**src/rtl/store_buffer_ctrl_if.sv**
```systemverilog
// Store buffer controller: shared package and port interface.
// store_buffer_ctrl_pkg  - default entry count.
// store_buffer_ctrl_if   - groups the allocate, write-back, commit, flush,
//                          drain and status signals of store_buffer_ctrl.
//    slave  : controller side (store_buffer_ctrl)
//    master : pipeline / data-cache side (driver)
package store_buffer_ctrl_pkg;
   localparam int unsigned SB_ENTRY_DEF = 8;
endpackage

interface store_buffer_ctrl_if #(
   parameter int unsigned SB_ENTRY = store_buffer_ctrl_pkg::SB_ENTRY_DEF,
   parameter int unsigned ADDR_W   = 16,
   parameter int unsigned DATA_W   = 16
);
   localparam int unsigned IW = $clog2(SB_ENTRY);

   logic                alloc_v_i;
   logic                alloc_ready_o;
   logic [IW-1:0]       alloc_sb_num_o;
   logic                wb_v_i;
   logic [IW-1:0]       wb_sb_num_i;
   logic [ADDR_W-1:0]   wb_addr_i;
   logic [DATA_W-1:0]   wb_data_i;
   logic                commit_v_i;
   logic                commit_ready_o;
   logic                flush_i;
   logic                mem_v_o;
   logic [ADDR_W-1:0]   mem_addr_o;
   logic [DATA_W-1:0]   mem_data_o;
   logic                mem_ready_i;
   logic [SB_ENTRY-1:0] sb_wb_vector_o;
   logic [IW-1:0]       sb_commit_pt_o;
   logic                sb_empty_o;

   modport slave (
      input  alloc_v_i, wb_v_i, wb_sb_num_i, wb_addr_i, wb_data_i,
             commit_v_i, flush_i, mem_ready_i,
      output alloc_ready_o, alloc_sb_num_o, commit_ready_o, mem_v_o,
             mem_addr_o, mem_data_o, sb_wb_vector_o, sb_commit_pt_o, sb_empty_o
   );

   modport master (
      output alloc_v_i, wb_v_i, wb_sb_num_i, wb_addr_i, wb_data_i,
             commit_v_i, flush_i, mem_ready_i,
      input  alloc_ready_o, alloc_sb_num_o, commit_ready_o, mem_v_o,
             mem_addr_o, mem_data_o, sb_wb_vector_o, sb_commit_pt_o, sb_empty_o
   );
endinterface

```
**src/rtl/store_buffer_ctrl.sv**
```systemverilog
// Circular store buffer controller with head / commit / tail pointers and a
// two-state drain FSM feeding the data cache.
// Ports:
//    clk_i      - clock, all state changes on rising edge
//    reset_n_i  - asynchronous active-low reset
//    sb_if      - store_buffer_ctrl_if.slave: allocate, write-back, commit,
//                 flush, drain request/accept, per-entry wb flags, status
module store_buffer_ctrl #(
   parameter int unsigned SB_ENTRY = store_buffer_ctrl_pkg::SB_ENTRY_DEF,
   parameter int unsigned ADDR_W   = 16,
   parameter int unsigned DATA_W   = 16
) (
   input logic                clk_i,
   input logic                reset_n_i,
   store_buffer_ctrl_if.slave sb_if
);
   localparam int unsigned IW = $clog2(SB_ENTRY);
   localparam int unsigned CW = IW + 1;
   localparam logic [CW-1:0] FULL = CW'(SB_ENTRY);

   localparam logic [0:0] D_IDLE = 1'b0;
   localparam logic [0:0] D_REQ  = 1'b1;

   logic [IW-1:0]       head_q, head_d;
   logic [IW-1:0]       cpt_q, cpt_d;
   logic [IW-1:0]       tail_q, tail_d;
   logic [CW-1:0]       count_q, count_d;
   // committed-but-undrained entries; disambiguates head == commit_pt when full
   logic [CW-1:0]       cmt_q, cmt_d;
   logic [SB_ENTRY-1:0] wb_q, wb_d;
   logic [0:0]          state_q, state_d;
   logic [ADDR_W-1:0]   mem_addr_q, mem_addr_d;
   logic [DATA_W-1:0]   mem_data_q, mem_data_d;

   logic [ADDR_W-1:0]   addr_mem [SB_ENTRY];
   logic [DATA_W-1:0]   data_mem [SB_ENTRY];

   logic                alloc_ready, commit_ready;
   logic                alloc_fire, commit_fire, wb_fire, free;
   logic [IW-1:0]       wb_off, off, load_idx;
   logic [CW-1:0]       cmt_c;
   logic                load;

   always_comb begin
      alloc_ready  = (count_q != FULL);
      commit_ready = ((count_q - cmt_q) != '0) && wb_q[cpt_q];
      commit_fire  = sb_if.commit_v_i && commit_ready;
      alloc_fire   = sb_if.alloc_v_i && alloc_ready && !sb_if.flush_i;
      wb_off       = sb_if.wb_sb_num_i - head_q;
      wb_fire      = sb_if.wb_v_i && ({1'b0, wb_off} < count_q);
      free         = (state_q == D_REQ) && sb_if.mem_ready_i;
      cmt_c        = cmt_q + CW'(commit_fire);

      // drain FSM; the next entry is chosen from registered state only
      state_d  = state_q;
      load     = 1'b0;
      load_idx = head_q;
      case (state_q)
         D_IDLE: begin
            if (cmt_q != '0) begin
               state_d = D_REQ;
               load    = 1'b1;
            end
         end
         default: begin
            if (sb_if.mem_ready_i) begin
               if (cmt_q > CW'(1)) begin
                  load     = 1'b1;
                  load_idx = head_q + IW'(1);
               end else begin
                  state_d = D_IDLE;
               end
            end
         end
      endcase
      mem_addr_d = load ? addr_mem[load_idx] : mem_addr_q;
      mem_data_d = load ? data_mem[load_idx] : mem_data_q;

      cpt_d  = cpt_q + IW'(commit_fire);
      head_d = head_q + IW'(free);
      cmt_d  = cmt_c - CW'(free);
      if (sb_if.flush_i) begin
         tail_d  = cpt_d;
         count_d = cmt_d;
      end else begin
         tail_d  = tail_q + IW'(alloc_fire);
         count_d = count_q + CW'(alloc_fire) - CW'(free);
      end

      // set first so a same-cycle free or flush wins over the write-back
      wb_d = wb_q;
      if (wb_fire)    wb_d[sb_if.wb_sb_num_i] = 1'b1;
      if (free)       wb_d[head_q] = 1'b0;
      if (alloc_fire) wb_d[tail_q] = 1'b0;
      off = '0;
      for (int unsigned i = 0; i < SB_ENTRY; i++) begin
         off = IW'(i) - head_q;
         if (sb_if.flush_i && ({1'b0, off} >= cmt_c)) wb_d[i] = 1'b0;
      end
   end

   always_ff @(posedge clk_i or negedge reset_n_i) begin
      if (!reset_n_i) begin
         head_q  <= '0;
         cpt_q   <= '0;
         tail_q  <= '0;
         count_q <= '0;
         cmt_q   <= '0;
         wb_q    <= '0;
         state_q <= D_IDLE;
      end else begin
         head_q  <= head_d;
         cpt_q   <= cpt_d;
         tail_q  <= tail_d;
         count_q <= count_d;
         cmt_q   <= cmt_d;
         wb_q    <= wb_d;
         state_q <= state_d;
      end
   end

   always_ff @(posedge clk_i) begin
      if (wb_fire) begin
         addr_mem[sb_if.wb_sb_num_i] <= sb_if.wb_addr_i;
         data_mem[sb_if.wb_sb_num_i] <= sb_if.wb_data_i;
      end
      mem_addr_q <= mem_addr_d;
      mem_data_q <= mem_data_d;
   end

   assign sb_if.alloc_ready_o  = alloc_ready;
   assign sb_if.alloc_sb_num_o = tail_q;
   assign sb_if.commit_ready_o = commit_ready;
   assign sb_if.mem_v_o        = (state_q == D_REQ);
   assign sb_if.mem_addr_o     = mem_addr_q;
   assign sb_if.mem_data_o     = mem_data_q;
   assign sb_if.sb_wb_vector_o = wb_q;
   assign sb_if.sb_commit_pt_o = cpt_q;
   assign sb_if.sb_empty_o     = (count_q == '0);
endmodule

```
**src/flat_wrapper.sv**
```systemverilog
// flat-port wrapper written by rule: the top's interface ports become plain ports
module store_buffer_ctrl_flat 
#(
   parameter int unsigned SB_ENTRY = store_buffer_ctrl_pkg::SB_ENTRY_DEF,
   parameter int unsigned ADDR_W   = 16,
   parameter int unsigned DATA_W   = 16
)
  (clk_i, reset_n_i, sb_if_alloc_v_i, sb_if_wb_v_i, sb_if_wb_sb_num_i, sb_if_wb_addr_i, sb_if_wb_data_i, sb_if_commit_v_i, sb_if_flush_i, sb_if_mem_ready_i, sb_if_alloc_ready_o, sb_if_alloc_sb_num_o, sb_if_commit_ready_o, sb_if_mem_v_o, sb_if_mem_addr_o, sb_if_mem_data_o, sb_if_sb_wb_vector_o, sb_if_sb_commit_pt_o, sb_if_sb_empty_o);
  store_buffer_ctrl_if #(.SB_ENTRY(SB_ENTRY), .ADDR_W(ADDR_W), .DATA_W(DATA_W)) sb_if_i ();
  input logic clk_i;
  input logic reset_n_i;
  input wire logic [$bits(sb_if_i.alloc_v_i)-1:0] sb_if_alloc_v_i;
  input wire logic [$bits(sb_if_i.wb_v_i)-1:0] sb_if_wb_v_i;
  input wire logic [$bits(sb_if_i.wb_sb_num_i)-1:0] sb_if_wb_sb_num_i;
  input wire logic [$bits(sb_if_i.wb_addr_i)-1:0] sb_if_wb_addr_i;
  input wire logic [$bits(sb_if_i.wb_data_i)-1:0] sb_if_wb_data_i;
  input wire logic [$bits(sb_if_i.commit_v_i)-1:0] sb_if_commit_v_i;
  input wire logic [$bits(sb_if_i.flush_i)-1:0] sb_if_flush_i;
  input wire logic [$bits(sb_if_i.mem_ready_i)-1:0] sb_if_mem_ready_i;
  output wire logic [$bits(sb_if_i.alloc_ready_o)-1:0] sb_if_alloc_ready_o;
  output wire logic [$bits(sb_if_i.alloc_sb_num_o)-1:0] sb_if_alloc_sb_num_o;
  output wire logic [$bits(sb_if_i.commit_ready_o)-1:0] sb_if_commit_ready_o;
  output wire logic [$bits(sb_if_i.mem_v_o)-1:0] sb_if_mem_v_o;
  output wire logic [$bits(sb_if_i.mem_addr_o)-1:0] sb_if_mem_addr_o;
  output wire logic [$bits(sb_if_i.mem_data_o)-1:0] sb_if_mem_data_o;
  output wire logic [$bits(sb_if_i.sb_wb_vector_o)-1:0] sb_if_sb_wb_vector_o;
  output wire logic [$bits(sb_if_i.sb_commit_pt_o)-1:0] sb_if_sb_commit_pt_o;
  output wire logic [$bits(sb_if_i.sb_empty_o)-1:0] sb_if_sb_empty_o;
  assign sb_if_i.alloc_v_i = sb_if_alloc_v_i;
  assign sb_if_i.wb_v_i = sb_if_wb_v_i;
  assign sb_if_i.wb_sb_num_i = sb_if_wb_sb_num_i;
  assign sb_if_i.wb_addr_i = sb_if_wb_addr_i;
  assign sb_if_i.wb_data_i = sb_if_wb_data_i;
  assign sb_if_i.commit_v_i = sb_if_commit_v_i;
  assign sb_if_i.flush_i = sb_if_flush_i;
  assign sb_if_i.mem_ready_i = sb_if_mem_ready_i;
  assign sb_if_alloc_ready_o = sb_if_i.alloc_ready_o;
  assign sb_if_alloc_sb_num_o = sb_if_i.alloc_sb_num_o;
  assign sb_if_commit_ready_o = sb_if_i.commit_ready_o;
  assign sb_if_mem_v_o = sb_if_i.mem_v_o;
  assign sb_if_mem_addr_o = sb_if_i.mem_addr_o;
  assign sb_if_mem_data_o = sb_if_i.mem_data_o;
  assign sb_if_sb_wb_vector_o = sb_if_i.sb_wb_vector_o;
  assign sb_if_sb_commit_pt_o = sb_if_i.sb_commit_pt_o;
  assign sb_if_sb_empty_o = sb_if_i.sb_empty_o;
  store_buffer_ctrl #(.SB_ENTRY(SB_ENTRY), .ADDR_W(ADDR_W), .DATA_W(DATA_W)) u_core (.clk_i(clk_i), .reset_n_i(reset_n_i), .sb_if(sb_if_i));
endmodule
```
**config.mk**
```make
export PLATFORM = sky130hd
export DESIGN_NAME = store_buffer_ctrl_flat
export DESIGN_NICKNAME = d
export VERILOG_FILES = /design/src/rtl/store_buffer_ctrl_if.sv /design/src/rtl/store_buffer_ctrl.sv /design/src/flat_wrapper.sv
export SDC_FILE = /design/constraint.sdc
export NUM_CORES = 1
export LEC_CHECK = 0
export CORE_ASPECT_RATIO = 0.5
export CORE_MARGIN = 2
export CORE_UTILIZATION = 45
export CTS_CLUSTER_SIZE = 28
export DETAILED_ROUTE_END_ITERATION = 10
export HOLD_SLACK_MARGIN = 0.12
export SYNTH_ARGS = -nofsm -noshare
export SYNTH_HDL_FRONTEND = slang
export SYNTH_SLANG_ARGS = --single-unit
```
**constraint.sdc**
```tcl
create_clock -name clk_i -period 18.15 [get_ports clk_i]
set_clock_uncertainty 0.2 [all_clocks]
set_input_delay 3.63 -clock clk_i [delete_from_list [all_inputs] [get_ports clk_i]]
set_output_delay 3.63 -clock clk_i [all_outputs]
set_load 0.05 [all_outputs]
```
### Word-level counts from Yosys, hierarchy flattened

Memories as Yosys holds them, arrays and structs flattened. A register that Yosys moved wholly into a read port is not among the register bits.
Cells that the tools add are included.

* word-level logic and storage cells: 103
* output and inout port bits: 50
* bits in writable memories: 256
* bits of input ports: 42
* memories kept: 2
* register bits after elaboration: 26

Memories
* u_core.addr_mem: words 8, width 16, rd ports 1, clocked after Yosys merged registers in 1, wr ports 1, line store_buffer_ctrl.sv:35 `logic [ADDR_W-1:0] addr_mem [SB_ENTRY];`
* u_core.data_mem: words 8, width 16, rd ports 1, clocked after Yosys merged registers in 1, wr ports 1, line store_buffer_ctrl.sv:36 `logic [DATA_W-1:0] data_mem [SB_ENTRY];`

* add/sub/neg operators: 18
* reduce and logical (&&, ||, !) cells: 21
* eq/ne operators: 1
* mux-type cells: 32
* bitwise logic cells: 5
* order comparisons: 17

Operators with widths (number)
* 3-bit by 4-bit greater-or-equal comparator with 1-bit output: 8
* 8-bit 2-to-1 mux: 3
* 1-bit 2-to-1 mux: 20
* 1-bit logical AND: 17
* 8-bit bitwise AND: 2
* 3-bit by 4-bit less-than comparator with 1-bit output (second input constant): 4
* 8-bit NOT: 2
* 3-bit 2-to-1 mux: 4
* 3-bit subtractor (first input constant): 4
* 3-bit by 1-bit adder with 3-bit output: 3
* 1-bit demux with 3-bit select: 3
* 3-bit by 1-bit greater-or-equal comparator with 1-bit output (second input constant): 3
* 4-bit by 1-bit adder with 4-bit output: 2
* 8-bit bitwise OR: 1
* 4-bit nonzero test: 2
* 4-bit by 1-bit subtractor with 4-bit output: 2
* 1-bit by 3-bit subtractor with 3-bit output (first input constant): 2
* 2-bit by 3-bit subtractor with 3-bit output (first input constant): 2
* 4-bit by 1-bit greater-than comparator with 1-bit output (second input constant): 1
* 4-bit logical NOT: 1
* 3-bit by 4-bit less-than comparator with 1-bit output: 1
* 4-bit 2-to-1 mux: 1
* 4-bit != test (second input constant): 1
* 4-bit subtractor: 1
* other kinds (4): 4

### Logic depth before layout (Yosys ltp)

* depth after elaboration: 11
* mapped depth: 15

### Worst setup path after synthesis

No wires, ideal clock.

* kind: input -> register
* start point: in sb_if_wb_sb_num_i[0]
* end point: mem u_core.addr_mem[1][0] (enable)
* stages on the path: 10
* setup slack: 9.236 ns
* path buffers: 0
* setup time: 0.508 ns
* data arrival time: 8.206 ns
* path through: inv_1 ha_1 inv_1 fa_1 xnor2_1 xnor2_1 ha_1 o21a_1 o21a_1 nor4_1

* word-level cells in the longest chain between the ends: 5

RTL lines
* start: declaration: line flat_wrapper.sv:14 `input wire logic [$bits(sb_if_i.wb_sb_num_i)-1:0] sb_if_wb_sb_num_i;`
* 3-bit subtractor: line store_buffer_ctrl.sv:49 `wb_off = sb_if.wb_sb_num_i - head_q;`
* 3-bit by 4-bit less-than comparator with 1-bit output: line store_buffer_ctrl.sv:50 `wb_fire = sb_if.wb_v_i && ({1'b0, wb_off} < count_q);`
* 1-bit logical AND: line store_buffer_ctrl.sv:50
* 1-bit 2-to-1 mux: line store_buffer_ctrl.sv:123 `if (wb_fire) begin`
* 1-bit 2-to-1 mux (not written as such): line store_buffer_ctrl.sv:124 `addr_mem[sb_if.wb_sb_num_i] <= sb_if.wb_addr_i;`
* end: declaration: line store_buffer_ctrl.sv:35

Parallel ways exist; a longest one is shown, timed or not.

### Final worst setup path

* start point: in sb_if_wb_sb_num_i[1]
* end point: mem u_core.data_mem[3][14] (enable)

* word-level cells in the longest chain between the ends: 5

RTL lines
* 3-bit subtractor: line store_buffer_ctrl.sv:49
* 3-bit by 4-bit less-than comparator with 1-bit output: line store_buffer_ctrl.sv:50
* 1-bit logical AND: line store_buffer_ctrl.sv:50
* 1-bit 2-to-1 mux: line store_buffer_ctrl.sv:123
* 1-bit 2-to-1 mux (not written as such): line store_buffer_ctrl.sv:125 `data_mem[sb_if.wb_sb_num_i] <= sb_if.wb_data_i;`
* end: declaration: line store_buffer_ctrl.sv:36

Parallel ways exist; a longest one is shown, timed or not.

==> flow_metrics.py <==
metrics = {
    "status": {
        "status": "complete, no violations",
    },
    "synth": {
        "ys_ff_latch": 314,
        "syn_area_per_cell_sq_um": 16.8,
        "syn_area_sq_mm": 0.0153,
        "ys_types": 51,
        "synth_edf_count": 288,
        "synthesis.nets": 988,
        "ys_seq_area_share_pct": 60.7,
        "syn_inst": 912,
        "yosys_warnings": 0,
        "async_flop_share_pct": 8.28,
        "synth_ff_type": "edfxtp_1",
    },
    "global_routing": {
        "grt_start_max_net_pins": 63,
        "grt_pass1_wl_mm": 50.2,
        "gr-total-overflow": 0,
        "gr-usage-all-layers_pct": 18.5,
        "antenna_found_initial": 0,
        "grt_pass1_vias": 8976,
    },
    "routing": {
        "wl_per_cell_um": 22.1,
        "via_per_inst": 5.68,
        "antenna_left": 0,
        "drc": 0,
        "vias": 8304,
        "drt_iter0_markers": 464,
        "wirelength_mm": 32.4,
        "first_pass_iters": 5,
    },
    "clock_tree": {
        "clk_latency_ns": 0.56,
        "cts-resized-gates": 0,
        "cts_buffer_depth": 3,
        "clk_pin_slew_ns": 0.07,
        "cts_tree": "done",
        "htree_levels": 1,
        "numClockSinks": 314,
        "cts_hold_buf": 0,
        "cts-buffers-inserted": 29,
        "cts_setup_buffers": 0,
        "cts-root-buf": "clkbuf_16",
    },
    "die": {
        "core_area_sq_mm": 0.0333,
        "fp-row-count": 47,
        "start_util_pct": 46.0,
        "die_width_um": 265,
        "die_y_um": 134,
        "num_io_pins": 92,
        "die_area_sq_mm": 0.0356,
    },
    "worst_setup_path": {
        "crit_path_end_kind": "register",
        "arrival_ns": 7.19,
        "r2r_start": "u_core.head_q[1]",
        "r2r_cells": 7,
        "r2r-end": "u_core.sb_if.mem_data_o[2]",
        "crit_type": "primary input to register",
        "path_max_fanout": 23,
        "crit_required_ns": 18.16,
        "cp-start-kind": "primary input",
        "r2r_slack_ns": 13.45,
    },
    "sta": {
        "finalCritPeriodShare_pct": 39.6,
        "final_max_slew_viol_count": 0,
        "setup_viol_count_final": 0,
        "hold_viol": 0,
        "period_minus_slack_ns": 7.18,
        "rsz0062_at_grt": "false",
        "timing.setup.tns_ns": 0,
        "tightest_slew_ns": 1.17,
        "slew_headroom_pct": 21.6,
        "clock.fmax_mhz": 139,
    },
    "min_path": {
        "hold_depth": 1,
        "min_to": "u_core.sb_if.sb_commit_pt_o[2]",
        "hold_start": "u_core.sb_if.sb_commit_pt_o[2]",
        "hp-class": "register to register",
    },
    "run": {
        "maxCapViolCount": 0,
    },
    "cells_and_area": {
        "fillerInstances": 2733,
        "drive_gt1_share_pct": 14.7,
        "nets": 1075,
        "area_delta_synth_final_pct": 15.2,
        "fin_area_sq_mm": 0.0176,
        "antenna_cells": 0,
    },
    "place": {
        "routabilityCongestion": 0.826,
        "place_area_sq_mm": 0.0167,
        "place_hpwl_mm": 18.7,
        "port_buffers": 91,
    },
    "power_and_ir_drop": {
        "power.total_mw": 3.21,
        "powerDensity_mw_per_mm2": 182,
        "irDropWorstVdd_mv": 0.129,
        "p_leak_nw": 6.59,
    },
}
-- per-stage QoR --
| step | std cells | utilization (%) | hold slack [ns] | setup slack (ns) |
|---|---|---|---|---|
| 6_report | 1463 | 53.0 | 0.348 | 10.97 |
| 5_1_grt | 1463 | 53.0 | 0.382 | 10.71 |
| 4_1_cts | 1463 | 53.0 | 0.354 | 10.91 |
| 3_5_place_dp | 1409 | 50.2 | 0.340 | 10.33 |
| 3_3_place_gp | 1409 | 50.2 | 0.352 | 10.43 |
| 2_1_floorplan | 912 | - | 0.324 | 9.24 |
-- cells in the mapped netlist (4+ instances only) --
master    number  area [sq um]
a211oi_1       5          37.5
a21oi_1       11          55.1
a221oi_1       4          35.0
and2_1         4          25.0
buf_2         42           210
clkbuf_1       6          22.5
dfrtp_1       26           651
edfxtp_1     288          8650
ha_1          32           400
inv_1         23          86.3
maj3_1         8          80.1
mux2i_1      277          2770
mux4_2        63          1420
nand2_1       12          45.0
nand3_1        8          40.0
nor2_1        14          52.6
nor2b_1        5          31.3
nor3_1         8          40.0
o21ai_0       10          50.1
xnor2_1        8          70.1
xor2_1         6          52.6
-- per-layer routing --
metal | global-route usage (%) | share of wire, % | vias to the layer above
met5 | 0 | 0 | -
met4 | 4.11 | 2.0 | 0
met3 | 2.92 | 3.4 | 46
met2 | 31.7 | 49 | 150
met1 | 25.2 | 46 | 4290
li1 | - | - | 3818
-- worst max-delay path by stage --
stage	slack, ns	startpoint	cells past startpoint	endpoint
finish	10.97	sb_if_wb_sb_num_i[1]	9	u_core.data_mem[3][14]
global placement	10.43	sb_if_wb_sb_num_i[0]	11	u_core.data_mem[3][6]
floorplan	9.24	sb_if_wb_sb_num_i[0]	10	u_core.addr_mem[1][0]
global route	10.71	sb_if_wb_sb_num_i[1]	9	u_core.addr_mem[3][7]
CTS	10.91	sb_if_wb_sb_num_i[1]	9	u_core.addr_mem[3][7]
detailed placement	10.33	sb_if_wb_sb_num_i[1]	9	u_core.data_mem[3][6]
-- where the power goes --
part	total (mW)	internal [mW]	leakage (nW)	switching, mW
clock	0.600	0.332	0.456	0.268
sequential	1.01	0.932	2.95	0.0764
combinational	1.60	0.717	3.19	0.884
total	3.21	1.98	6.59	1.23
-- cell usage in the layout, fill, tap and decap left out, drive strengths merged, types with 11 or more instances in the layout --
cell and count:
mux2i 277, dfrtp 26, a21oi 11, nand2 13, clkdlybuf4s50 91, inv 25, ha 32, nor2 14
clkinv 12, buf 19, edfxtp 288, mux4 63, clkbuf 37
-- critical path, cell delays in order --
cell	delay, ns
clkdlybuf4s50_1	0.60
fa_1	0.51
xnor2_1	0.19
xnor2_1	0.14
ha_1	0.25
o21a_1	0.11
o21a_1	0.25
nor3_2	0.94
buf_4	0.54
-- final cells by class --
cell class	instances	area (sq um)	area share, %
clock buffers	37	776	4.40
clock inverters	17	145	0.823
inverters	23	86.3	0.489
multi-input cells	521	5720	32.4
flip-flops and latches	314	9310	52.8
well taps	441	552	3.13
repair buffers	110	1050	5.97
-- cells by family (layout without fill, tap and decap cells) --
kind of cell | count (synthesis) | in the layout | share of synthesized area, %
AOI/OAI and AO/OA | 56 | 56 | 2.62
adders and majority gates | 42 | 42 | 3.40
xor gates and xnor gates | 15 | 15 | 0.907
and+or+nand+nor | 65 | 65 | 2.21
muxes | 343 | 343 | 27.6
buffers and inverters | 77 | 187 | 2.54
DFF | 314 | 314 | 60.7
-- state kept, by name, indices dropped and copies added, names as in the netlist --
name                         count
u_core.addr_mem                128
u_core.data_mem                128
u_core.sb_if.mem_addr_o         16
u_core.sb_if.mem_data_o         16
u_core.sb_if.sb_wb_vector_o      8
u_core.cmt_q                     4
u_core.count_q                   4
u_core.head_q                    3
u_core.sb_if.alloc_sb_num_o      3
u_core.sb_if.sb_commit_pt_o      3
u_core.sb_if.mem_v_o             1
Power figures use the tool's default switching activity.
